## src/rtl/hdlc_pkg.sv

```systemverilog
// Shared definitions for the HDLC receive path: ones-run detector state indices,
// the one-hot state vector type and the receive mode encoding.
package hdlc_pkg;

    localparam int unsigned S0_IDX     = 0;
    localparam int unsigned S1_IDX     = 1;
    localparam int unsigned S2_IDX     = 2;
    localparam int unsigned S3_IDX     = 3;
    localparam int unsigned S4_IDX     = 4;
    localparam int unsigned S5_IDX     = 5;
    localparam int unsigned S6_IDX     = 6;
    localparam int unsigned ERR_IDX    = 7;
    localparam int unsigned DISC_IDX   = 8;
    localparam int unsigned FLAG_IDX   = 9;
    localparam int unsigned NUM_STATES = 10;

    typedef logic [NUM_STATES-1:0] state_t;

    localparam state_t RESET_STATE = state_t'(1) << S0_IDX;

    localparam logic [7:0] FLAG_BYTE = 8'h7E;

    typedef enum logic {HUNT, FRAME} mode_t;

endpackage

```

## src/rtl/hdlc_ones_detector.sv

```systemverilog
// One-hot ones-run detector: tracks consecutive ones on the serial line and
// classifies each valid bit as stuffed, flag, abort or ordinary data.
module hdlc_ones_detector
    import hdlc_pkg::*;
(
    input  logic clk,
    input  logic rst_n,
    input  logic clr,
    input  logic bit_valid,
    input  logic bit_in,
    output logic flag,
    output logic abort_ev,
    output logic accepted
);

    state_t state;
    state_t next_state;
    logic   stuffed;

    always_comb begin
        next_state = '0;
        if (bit_in) begin
            next_state[S1_IDX]  = state[S0_IDX] | state[DISC_IDX] | state[FLAG_IDX];
            next_state[S2_IDX]  = state[S1_IDX];
            next_state[S3_IDX]  = state[S2_IDX];
            next_state[S4_IDX]  = state[S3_IDX];
            next_state[S5_IDX]  = state[S4_IDX];
            next_state[S6_IDX]  = state[S5_IDX];
            next_state[ERR_IDX] = state[S6_IDX] | state[ERR_IDX];
        end else begin
            next_state[DISC_IDX] = state[S5_IDX];
            next_state[FLAG_IDX] = state[S6_IDX];
            next_state[S0_IDX]   = ~(state[S5_IDX] | state[S6_IDX]);
        end
    end

    // ERR self-loop is an ordinary bit; only the S6 -> ERR edge is an abort.
    assign stuffed  = bit_valid & next_state[DISC_IDX];
    assign flag     = bit_valid & next_state[FLAG_IDX];
    assign abort_ev = bit_valid & bit_in & state[S6_IDX];
    assign accepted = bit_valid & ~(stuffed | flag | abort_ev);

    always_ff @(posedge clk or negedge rst_n) begin
        if (!rst_n) begin
            state <= RESET_STATE;
        end else if (clr) begin
            state <= RESET_STATE;
        end else if (bit_valid) begin
            state <= next_state;
        end
    end

endmodule

```

## src/rtl/hdlc_rx_deframer.sv

```systemverilog
// HDLC receive deframer: flag hunt, zero-unstuffing, LSB-first byte assembly
// and byte delivery with sof/eof marks, abort and frame error reporting.
module hdlc_rx_deframer
    import hdlc_pkg::*;
#(
    parameter int unsigned MAX_BYTES = 64,
    parameter int unsigned LEN_W     = 7
) (
    input  logic             clk,
    input  logic             rst_n,
    input  logic             clr,
    input  logic             bit_valid,
    input  logic             bit_in,
    output logic             byte_valid,
    output logic [7:0]       byte_data,
    output logic             sof,
    output logic             eof,
    output logic [LEN_W-1:0] frame_len,
    output logic             abort,
    output logic             frame_err,
    output logic             in_frame
);

    localparam logic [LEN_W-1:0] MAX_LEN = LEN_W'(MAX_BYTES);

    mode_t            mode;
    logic             flag;
    logic             abort_ev;
    logic             accepted;
    logic [6:0]       dl;
    logic [2:0]       dl_cnt;
    logic [7:0]       asm_sr;
    logic [2:0]       asm_cnt;
    logic [7:0]       pend_byte;
    logic             pend_valid;
    logic             sent_any;
    logic [LEN_W-1:0] byte_cnt;
    logic             take;
    logic             byte_done;
    logic             len_err;
    logic             flush;

    hdlc_ones_detector u_det (
        .clk       (clk),
        .rst_n     (rst_n),
        .clr       (clr),
        .bit_valid (bit_valid),
        .bit_in    (bit_in),
        .flag      (flag),
        .abort_ev  (abort_ev),
        .accepted  (accepted)
    );

    // The 7-bit delay line holds back the leading 0111111 of a closing flag so
    // those bits never reach the assembler.
    assign take      = accepted & (mode == FRAME) & ~clr;
    assign byte_done = take & (dl_cnt == 3'd7) & (asm_cnt == 3'd7);
    assign len_err   = byte_done & (byte_cnt == MAX_LEN);
    assign flush     = clr | flag | abort_ev | len_err;
    assign in_frame  = (mode == FRAME);

    always_ff @(posedge clk or negedge rst_n) begin
        if (!rst_n) begin
            dl         <= '0;
            dl_cnt     <= '0;
            asm_sr     <= '0;
            asm_cnt    <= '0;
            pend_byte  <= '0;
            pend_valid <= 1'b0;
            sent_any   <= 1'b0;
            byte_cnt   <= '0;
        end else if (flush) begin
            dl_cnt     <= '0;
            asm_cnt    <= '0;
            pend_valid <= 1'b0;
            sent_any   <= 1'b0;
            byte_cnt   <= '0;
        end else if (take) begin
            dl <= {bit_in, dl[6:1]};
            if (dl_cnt != 3'd7) begin
                dl_cnt <= dl_cnt + 3'd1;
            end else begin
                asm_sr  <= {dl[0], asm_sr[7:1]};
                asm_cnt <= asm_cnt + 3'd1;
                if (asm_cnt == 3'd7) begin
                    pend_byte  <= {dl[0], asm_sr[7:1]};
                    pend_valid <= 1'b1;
                    byte_cnt   <= byte_cnt + LEN_W'(1);
                    if (pend_valid) sent_any <= 1'b1;
                end
            end
        end
    end

    always_ff @(posedge clk or negedge rst_n) begin
        if (!rst_n) begin
            mode       <= HUNT;
            byte_valid <= 1'b0;
            byte_data  <= '0;
            sof        <= 1'b0;
            eof        <= 1'b0;
            frame_len  <= '0;
            abort      <= 1'b0;
            frame_err  <= 1'b0;
        end else begin
            byte_valid <= 1'b0;
            sof        <= 1'b0;
            eof        <= 1'b0;
            abort      <= 1'b0;
            frame_err  <= 1'b0;
            if (clr) begin
                mode      <= HUNT;
                byte_data <= '0;
                frame_len <= '0;
            end else if (bit_valid) begin
                if (mode == HUNT) begin
                    if (flag) mode <= FRAME;
                end else if (abort_ev) begin
                    abort <= 1'b1;
                    mode  <= HUNT;
                end else if (flag) begin
                    if (asm_cnt != 3'd0) begin
                        frame_err <= 1'b1;
                    end else if (pend_valid) begin
                        byte_valid <= 1'b1;
                        byte_data  <= pend_byte;
                        sof        <= ~sent_any;
                        eof        <= 1'b1;
                        frame_len  <= (byte_cnt > MAX_LEN) ? MAX_LEN : byte_cnt;
                    end
                end else if (byte_done) begin
                    if (len_err) begin
                        frame_err <= 1'b1;
                        mode      <= HUNT;
                    end else if (pend_valid) begin
                        byte_valid <= 1'b1;
                        byte_data  <= pend_byte;
                        sof        <= ~sent_any;
                    end
                end
            end
        end
    end

endmodule
```

## config.mk

```make
export PLATFORM = sky130hd
export DESIGN_NAME = hdlc_rx_deframer
export DESIGN_NICKNAME = d
export VERILOG_FILES = /design/src/rtl/hdlc_pkg.sv /design/src/rtl/hdlc_ones_detector.sv /design/src/rtl/hdlc_rx_deframer.sv
export SDC_FILE = /design/constraint.sdc
export NUM_CORES = 1
export LEC_CHECK = 0
export CAP_MARGIN = 10
export CORE_ASPECT_RATIO = 1.25
export CORE_MARGIN = 3
export CORE_UTILIZATION = 60
export DETAILED_ROUTE_END_ITERATION = 6
export HOLD_SLACK_MARGIN = 0.15
export PLACE_DENSITY = 0.91
export SYNTH_ARGS = -nofsm -noshare
export SYNTH_HDL_FRONTEND = slang
export SYNTH_HIERARCHICAL = 1
export SYNTH_SLANG_ARGS = --single-unit
```

## constraint.sdc

```tcl
create_clock -name clk -period 6 [get_ports clk]
set_clock_uncertainty 0.15 [all_clocks]
set_input_delay 1.5 -clock clk [delete_from_list [all_inputs] [get_ports clk]]
set_output_delay 1.5 -clock clk [all_outputs]
set_load 0.05 [all_outputs]
```

==> metrics.csv <==
stage,metric,value,unit
min_path,hold_depth,1,
route,drt_iter0_drc,139,
cts,cts.reportedPaths.clkPinSlew,0.08,ns
logic_synthesis,avgSynthCellArea,12.5,µm²
cts,clockBufferDepth,2,
setup_path,cp_max_fo,24,
setup_path,r2r_slack,3.14,ns
layout,areaGrowthSynthToFinish,16.0,%
placement,dp_hpwl,3930,µm
setup_path,path_class,primary input to register,
sta,tightestPinTransition,0.996,ns
logic_synthesis,synth_common_cells,"66 x dfrtp_1, 18 x a22o_1, 16 x a21oi_1",
sta,hold_viol_final,0,
floorplanning,core_area,0.00480,mm²
power_and_ir_drop,seqPwrFrac,49.7,%
layout,num-fill-cells,327,
layout,instances_no_fill,336,
logic_synthesis,syn_nets,256,
logic_synthesis,synthFlopType,dfrtp_1,
route,wl_per_cell,17.8,µm
cts,cts_tree,yes,
sta,setup-tns-final,0,ns
route,first_pass_iters,4,
power_and_ir_drop,clkPwrFrac,47.5,%
logic_synthesis,ys_top_cells_by_area,"dfrtp_1 54%, mux2_4 5.4%, a22o_1 5.2%",
global_routing,grtUsageTotal,21.7,%
route,route.vias.total,2004,
cts,h-tree-depth,3,
setup_path,ff2ff_path_depth,5,
logic_synthesis,synth_cell_types,48,
global_routing,antenna_found_initial,0,
cts,ctsHoldBuffers,0,
setup_path,start_kind,primary input,
sta,setup_viol,0,
setup_path,cp-end-kind,register,
global_routing,grt_pass1_wl,9910,µm
power_and_ir_drop,pwr_density_cell,259,mW/mm²
logic_synthesis,synth_cells,244,
cts,cts_root_buf,clkbuf_8,
min_path,hold_path.class,register to register,
power_and_ir_drop,p_comb_share,2.7,%
route,detail_route.vias_per_cell,5.96,
cts,post_cts_buffers,0,
setup_path,rr_endpoint,pend_byte[2],
logic_synthesis,synthesis.yosys.warnings,6,
floorplanning,die_width,69.6,µm
sta,finalCritPeriodShare,73.6,%
min_path,worstHoldStart,sent_any,
min_path,whs_endpoint,sof,
layout,n_antenna_cell,0,
route,drcViolationCount,0,
floorplanning,dieHeight,85.6,µm
global_routing,grt_overflow,0,
layout,fin_nets,283,
floorplanning,die_area,0.00596,mm²
sta,slew_viol_final,0,
layout,multi_input_area,0.00125,mm²
layout,drive_gt1_share,17.8,%
power_and_ir_drop,leakage,0.00164,µW
power_and_ir_drop,irDropWorstVdd,0.212,mV
logic_synthesis,yosysSeqAreaShare,55.2,%
logic_synthesis,ys_ff_latch,67,
logic_synthesis,yosysTopAreaCell,dfrtp_1,
route,wl,5990,µm
logic_synthesis,synth_top_area_share,54.4,%
route,final_antenna_net_count,0,
setup_path,critical_path_arrival,4.49,ns
power_and_ir_drop,p_total,911,µW
run_status,run_status,finished clean,
placement,pre_cts_ws,1.25,ns
placement,dp_cells,320,
sta,worst_slack,1.59,ns
run,maxCapViolCount,0,
power_and_ir_drop,switchingPower,193,µW
sta,fin_crit,4.41,ns
global_routing,grt_pass1_vias,2053,
sta,max_freq,227,MHz
power_and_ir_drop,swShare,21.2,%
sta,slew_headroom,33.6,%
placement,portBuffers,25,
cts,cts_resized,0,
setup_path,required,6.08,ns
placement,gp_congestion,0.848,
cts,cts.sinks,67,
cts,cts_made_buffers,9,
logic_synthesis,synth.most_common_cell,dfrtp_1,
power_and_ir_drop,p_int,718,µW
cts,clkLatencyLatePin,0.35,ns
logic_synthesis,synth_area,0.00304,mm²
logic_synthesis,synth-edff-count,0,
sta,rsz0062_at_grt,no,
floorplanning,io_pins,26,
global_routing,grt_max_degree,68,
setup_path,r2r_start,u_det/state[5],
floorplanning,rows,28,
logic_synthesis,async_reset_ff_share,100,%
layout,seqCellArea,0.00168,mm²
floorplanning,initial_utilization,63.3,%
==> area by class of cell <==
class                           instances  share of cell area [%]
Sequential cell                        67                    47.6
Multi-Input combinational cell        157                    35.4
Timing Repair Buffer                   26                    7.17
Clock buffer                           11                    4.30
Clock inverter                          5                    2.34
Tap cell                               60                    2.13
Inverter                               10                    1.07
==> flip-flops by register name, indices dropped and copies added, names as in the netlist, 3 cells and up <==
register     count
u_det/state      9
byte_data        8
pend_byte        8
asm_sr           7
byte_cnt         7
dl               7
frame_len        7
asm_cnt          3
dl_cnt           3
==> power by group through the flow <==
stage / registers (µW) / logic [µW] / clock network, µW
2_1_floorplan: 462 / 13.2 / 0
3_3_place_gp: 462 / 24.5 / 0
3_5_place_dp: 462 / 25.3 / 0
4_1_cts: 453 / 25.7 / 440
5_1_grt: 453 / 28.0 / 464
6_report: 453 / 25.0 / 433
==> critical path, stage by stage <==
cell and delay (ns):
clkdlybuf4s50_1 0.90, nor3b_1 0.53, nand4b_4 0.23, a2111oi_4 0.94, mux2_1 0.40
==> kinds of logic after synthesis <==
group           share of synthesized area, %
flops                                   55.2
compound gates                          13.8
mux                                     9.88
buf+inv                                 3.75
xor+xnor                               0.865
fa+ha+maj                               2.88
simple gates                            13.6
==> placed cells by master (no fill, tap or decap), types with 2 or more instances in the layout <==
| cell type | n |
|---|---|
| o21ai_0 | 5 |
| nor2b_1 | 2 |
| o21ai_1 | 2 |
| nand3b_1 | 2 |
| a211oi_1 | 4 |
| nor3b_1 | 2 |
| nor3_1 | 4 |
| nand2_2 | 2 |
| inv_1 | 10 |
| nand2_1 | 10 |
| nor2_1 | 11 |
| nand3_1 | 9 |
| a21oi_2 | 2 |
| nand4_1 | 2 |
| o21a_1 | 2 |
| xnor2_1 | 2 |
| mux2_1 | 4 |
| dfrtp_1 | 66 |
| a21oi_1 | 16 |
| a22o_1 | 18 |
| bufinv_16 | 2 |
| inv_6 | 2 |
| clkbuf_8 | 11 |
| clkdlybuf4s50_1 | 24 |
| or3_1 | 3 |
| mux2_2 | 8 |
| mux2_4 | 11 |
| nand2b_1 | 11 |
| ha_1 | 7 |
==> routing by layer <==
metal | share of wire (%) | track usage (%)
met1 | 42 | 25.0
met2 | 52 | 37.6
met3 | 4.0 | 6.92
met4 | 2.4 | 9.06
met5 | 0 | 0
==> worst max-delay path by stage <==
stage                    from  cells after the start  slack, ns            to
finish              bit_valid                      5       1.59  pend_byte[2]
global route        bit_valid                      5       1.43  pend_byte[2]
CTS                 bit_valid                      5       1.62  pend_byte[2]
detailed placement  bit_valid                      5       1.25  pend_byte[2]
global placement    bit_valid                      5       1.39  pend_byte[1]
floorplan           bit_valid                      7       2.45  pend_byte[4]
==> per-stage QoR <==
stage	utilization, %	hold WS, ns	cell area [µm²]
2_1_floorplan	-	0.260	3040
3_3_place_gp	68.5	0.283	3290
3_5_place_dp	68.5	0.291	3290
4_1_cts	73.4	0.313	3520
5_1_grt	73.4	0.336	3520
6_report	73.4	0.319	3520
(Power assumes the default switching activity.)
==> RTL edit: new RTL, config.mk and constraints unchanged <==
Put one more register stage on the output `frame_len`, with the module's reset. The value now appears one clock later. The other outputs are not delayed to match.
--- a/src/rtl/hdlc_rx_deframer.sv
+++ b/src/rtl/hdlc_rx_deframer.sv
@@ -22,6 +22,8 @@
 );
 
     localparam logic [LEN_W-1:0] MAX_LEN = LEN_W'(MAX_BYTES);
+
+    logic [LEN_W-1:0] frame_len_s0;
 
     mode_t            mode;
     logic             flag;
@@ -99,7 +101,7 @@
             byte_data  <= '0;
             sof        <= 1'b0;
             eof        <= 1'b0;
-            frame_len  <= '0;
+            frame_len_s0 <= '0;
             abort      <= 1'b0;
             frame_err  <= 1'b0;
         end else begin
@@ -111,7 +113,7 @@
             if (clr) begin
                 mode      <= HUNT;
                 byte_data <= '0;
-                frame_len <= '0;
+                frame_len_s0 <= '0;
             end else if (bit_valid) begin
                 if (mode == HUNT) begin
                     if (flag) mode <= FRAME;
@@ -126,7 +128,7 @@
                         byte_data  <= pend_byte;
                         sof        <= ~sent_any;
                         eof        <= 1'b1;
-                        frame_len  <= (byte_cnt > MAX_LEN) ? MAX_LEN : byte_cnt;
+                        frame_len_s0 <= (byte_cnt > MAX_LEN) ? MAX_LEN : byte_cnt;
                     end
                 end else if (byte_done) begin
                     if (len_err) begin
@@ -142,4 +144,12 @@
         end
     end
 
+    always_ff @(posedge clk or negedge rst_n) begin
+        if (!rst_n) begin
+            frame_len <= '0;
+        end else begin
+            frame_len <= frame_len_s0;
+        end
+    end
+
 endmodule
Formal check against the unedited RTL: no difference found for any inputs over 4 cycles, from zero or initial values and one cycle with rst_n low; that may be too few to reach the edited logic, so the function may still have changed.
==> RTL edit against the unedited design <==
  * Wire length down 0.17%
  * Clock power decreased by 4%
  * Sequential power grew 10%
  * Area after synthesis rose by 8.4%
  * Design area grew 7.2%
  * Critical path type unchanged
  * Sequential cell count is 7 higher
  * Setup slack improved by 0.11 ns
  * Total power up 3.7%
==> RTL edit: results <==
{
  "ys_seq_area_frac": 0.563,
  "hp-start": "frame_len_s0[3]",
  "first_global_vias": 2155,
  "stdcell_count": 367,
  "hold_slack_ns": 0.230,
  "drt_iter0_drc": 190,
  "reg2reg_slack_ns": 3.28,
  "dp_slack_ns": 1.42,
  "grt_max_degree": 75,
  "layout-drive-gt1-share": 0.174,
  "grt_use_met1": 0.259,
  "holdPathEnd": "frame_len[3]",
  "power.leakage_nw": 1.70,
  "hpwlAfterDp_um": 3870,
  "status": "complete, no violations",
  "gr-usage-all-layers": 0.213,
  "syn-num-nets": 286,
  "wl_met3_um": 157,
  "synth.area.top_cells": "dfrtp_1 (55%), mux2_2 (7.9%), nand2b_1 (4.8%)",
  "ir_worst_vdd_uv": 194,
  "fin_nets": 313,
  "dp.cells": 352,
  "cpPeakStageDelay_ns": 0.92,
  "htree_levels": 3,
  "synthTopCellsByCount": "dfrtp_1 (73), nand2b_1 (25), mux2_2 (23)",
  "crit_path_top_delay_cell": "clkdlybuf4s50_1",
  "use_met2": 0.345,
  "dr_wl_met2_um": 3050,
  "drt_wl_total_um": 5980,
  "ys_types": 50,
  "placed_area_sq_mm": 0.00356,
  "slew_headroom": 0.404,
  "worst_path_dominant_cell_family": "simple AND/OR/NAND/NOR gates",
  "wl_met1_um": 2600,
  "syn_inst": 274,
  "grt.met3_usage": 0.0398,
  "r2r_cells": 6
}
==> RTL edit: layout make-up <==
cell class / instances / area [sq um] / area share
clock inverter: 5 / 78.8 / 0.0209
sequential: 74 / 1850 / 0.490
tap: 62 / 77.6 / 0.0205
timing repair buffer: 27 / 260 / 0.0689
inverter: 8 / 30.0 / 0.00795
clock buffer: 10 / 138 / 0.0364
multi-input combinational: 181 / 1340 / 0.355
==> RTL edit: logic make-up after synthesis <==
kind of cell    share of synthesized area
buf+inv                            0.0296
compound gates                     0.0798
fa+ha+maj                          0.0266
simple gates                        0.181
flops                               0.563
xor+xnor                           0.0106
mux                                 0.109
==> RTL edit: how the worst max path moves through the flow <==
stage                    to  slack (ns)  cells after the start
6_report       pend_byte[7]        1.70                      6
5_1_grt        pend_byte[5]        1.43                      6
4_1_cts        pend_byte[7]        1.73                      6
3_3_place_gp   pend_byte[0]        1.53                      6
2_1_floorplan  pend_byte[0]        2.52                      8
3_5_place_dp   pend_byte[6]        1.42                      6
==> RTL edit: stage by stage <==
stage | utilization | power (W)
3_5_place_dp | 0.687 | 0.000538
4_1_cts | 0.728 | 0.000954
6_report | 0.728 | 0.000945
5_1_grt | 0.728 | 0.000977
3_3_place_gp | 0.687 | 0.000537
2_1_floorplan | - | 0.000524
==> RTL edit: worst reg2reg max path: stages, from the launching register on <==
cell	delay (ns)
dfrtp_1	0.42
nor2b_1	0.14
nor3b_1	0.41
nand4b_1	0.40
nor3_2	0.37
nand2_1	0.34
mux2_2	0.38
==> RTL edit: where the power goes <==
part | internal, W | leakage, nW | switching [W] | total [W]
combinational | 0.00000782 | 0.562 | 0.0000198 | 0.0000276
clock | 0.000242 | 0.112 | 0.000175 | 0.000417
sequential | 0.000500 | 1.03 | 0.000000444 | 0.000500
total | 0.000750 | 1.70 | 0.000195 | 0.000945
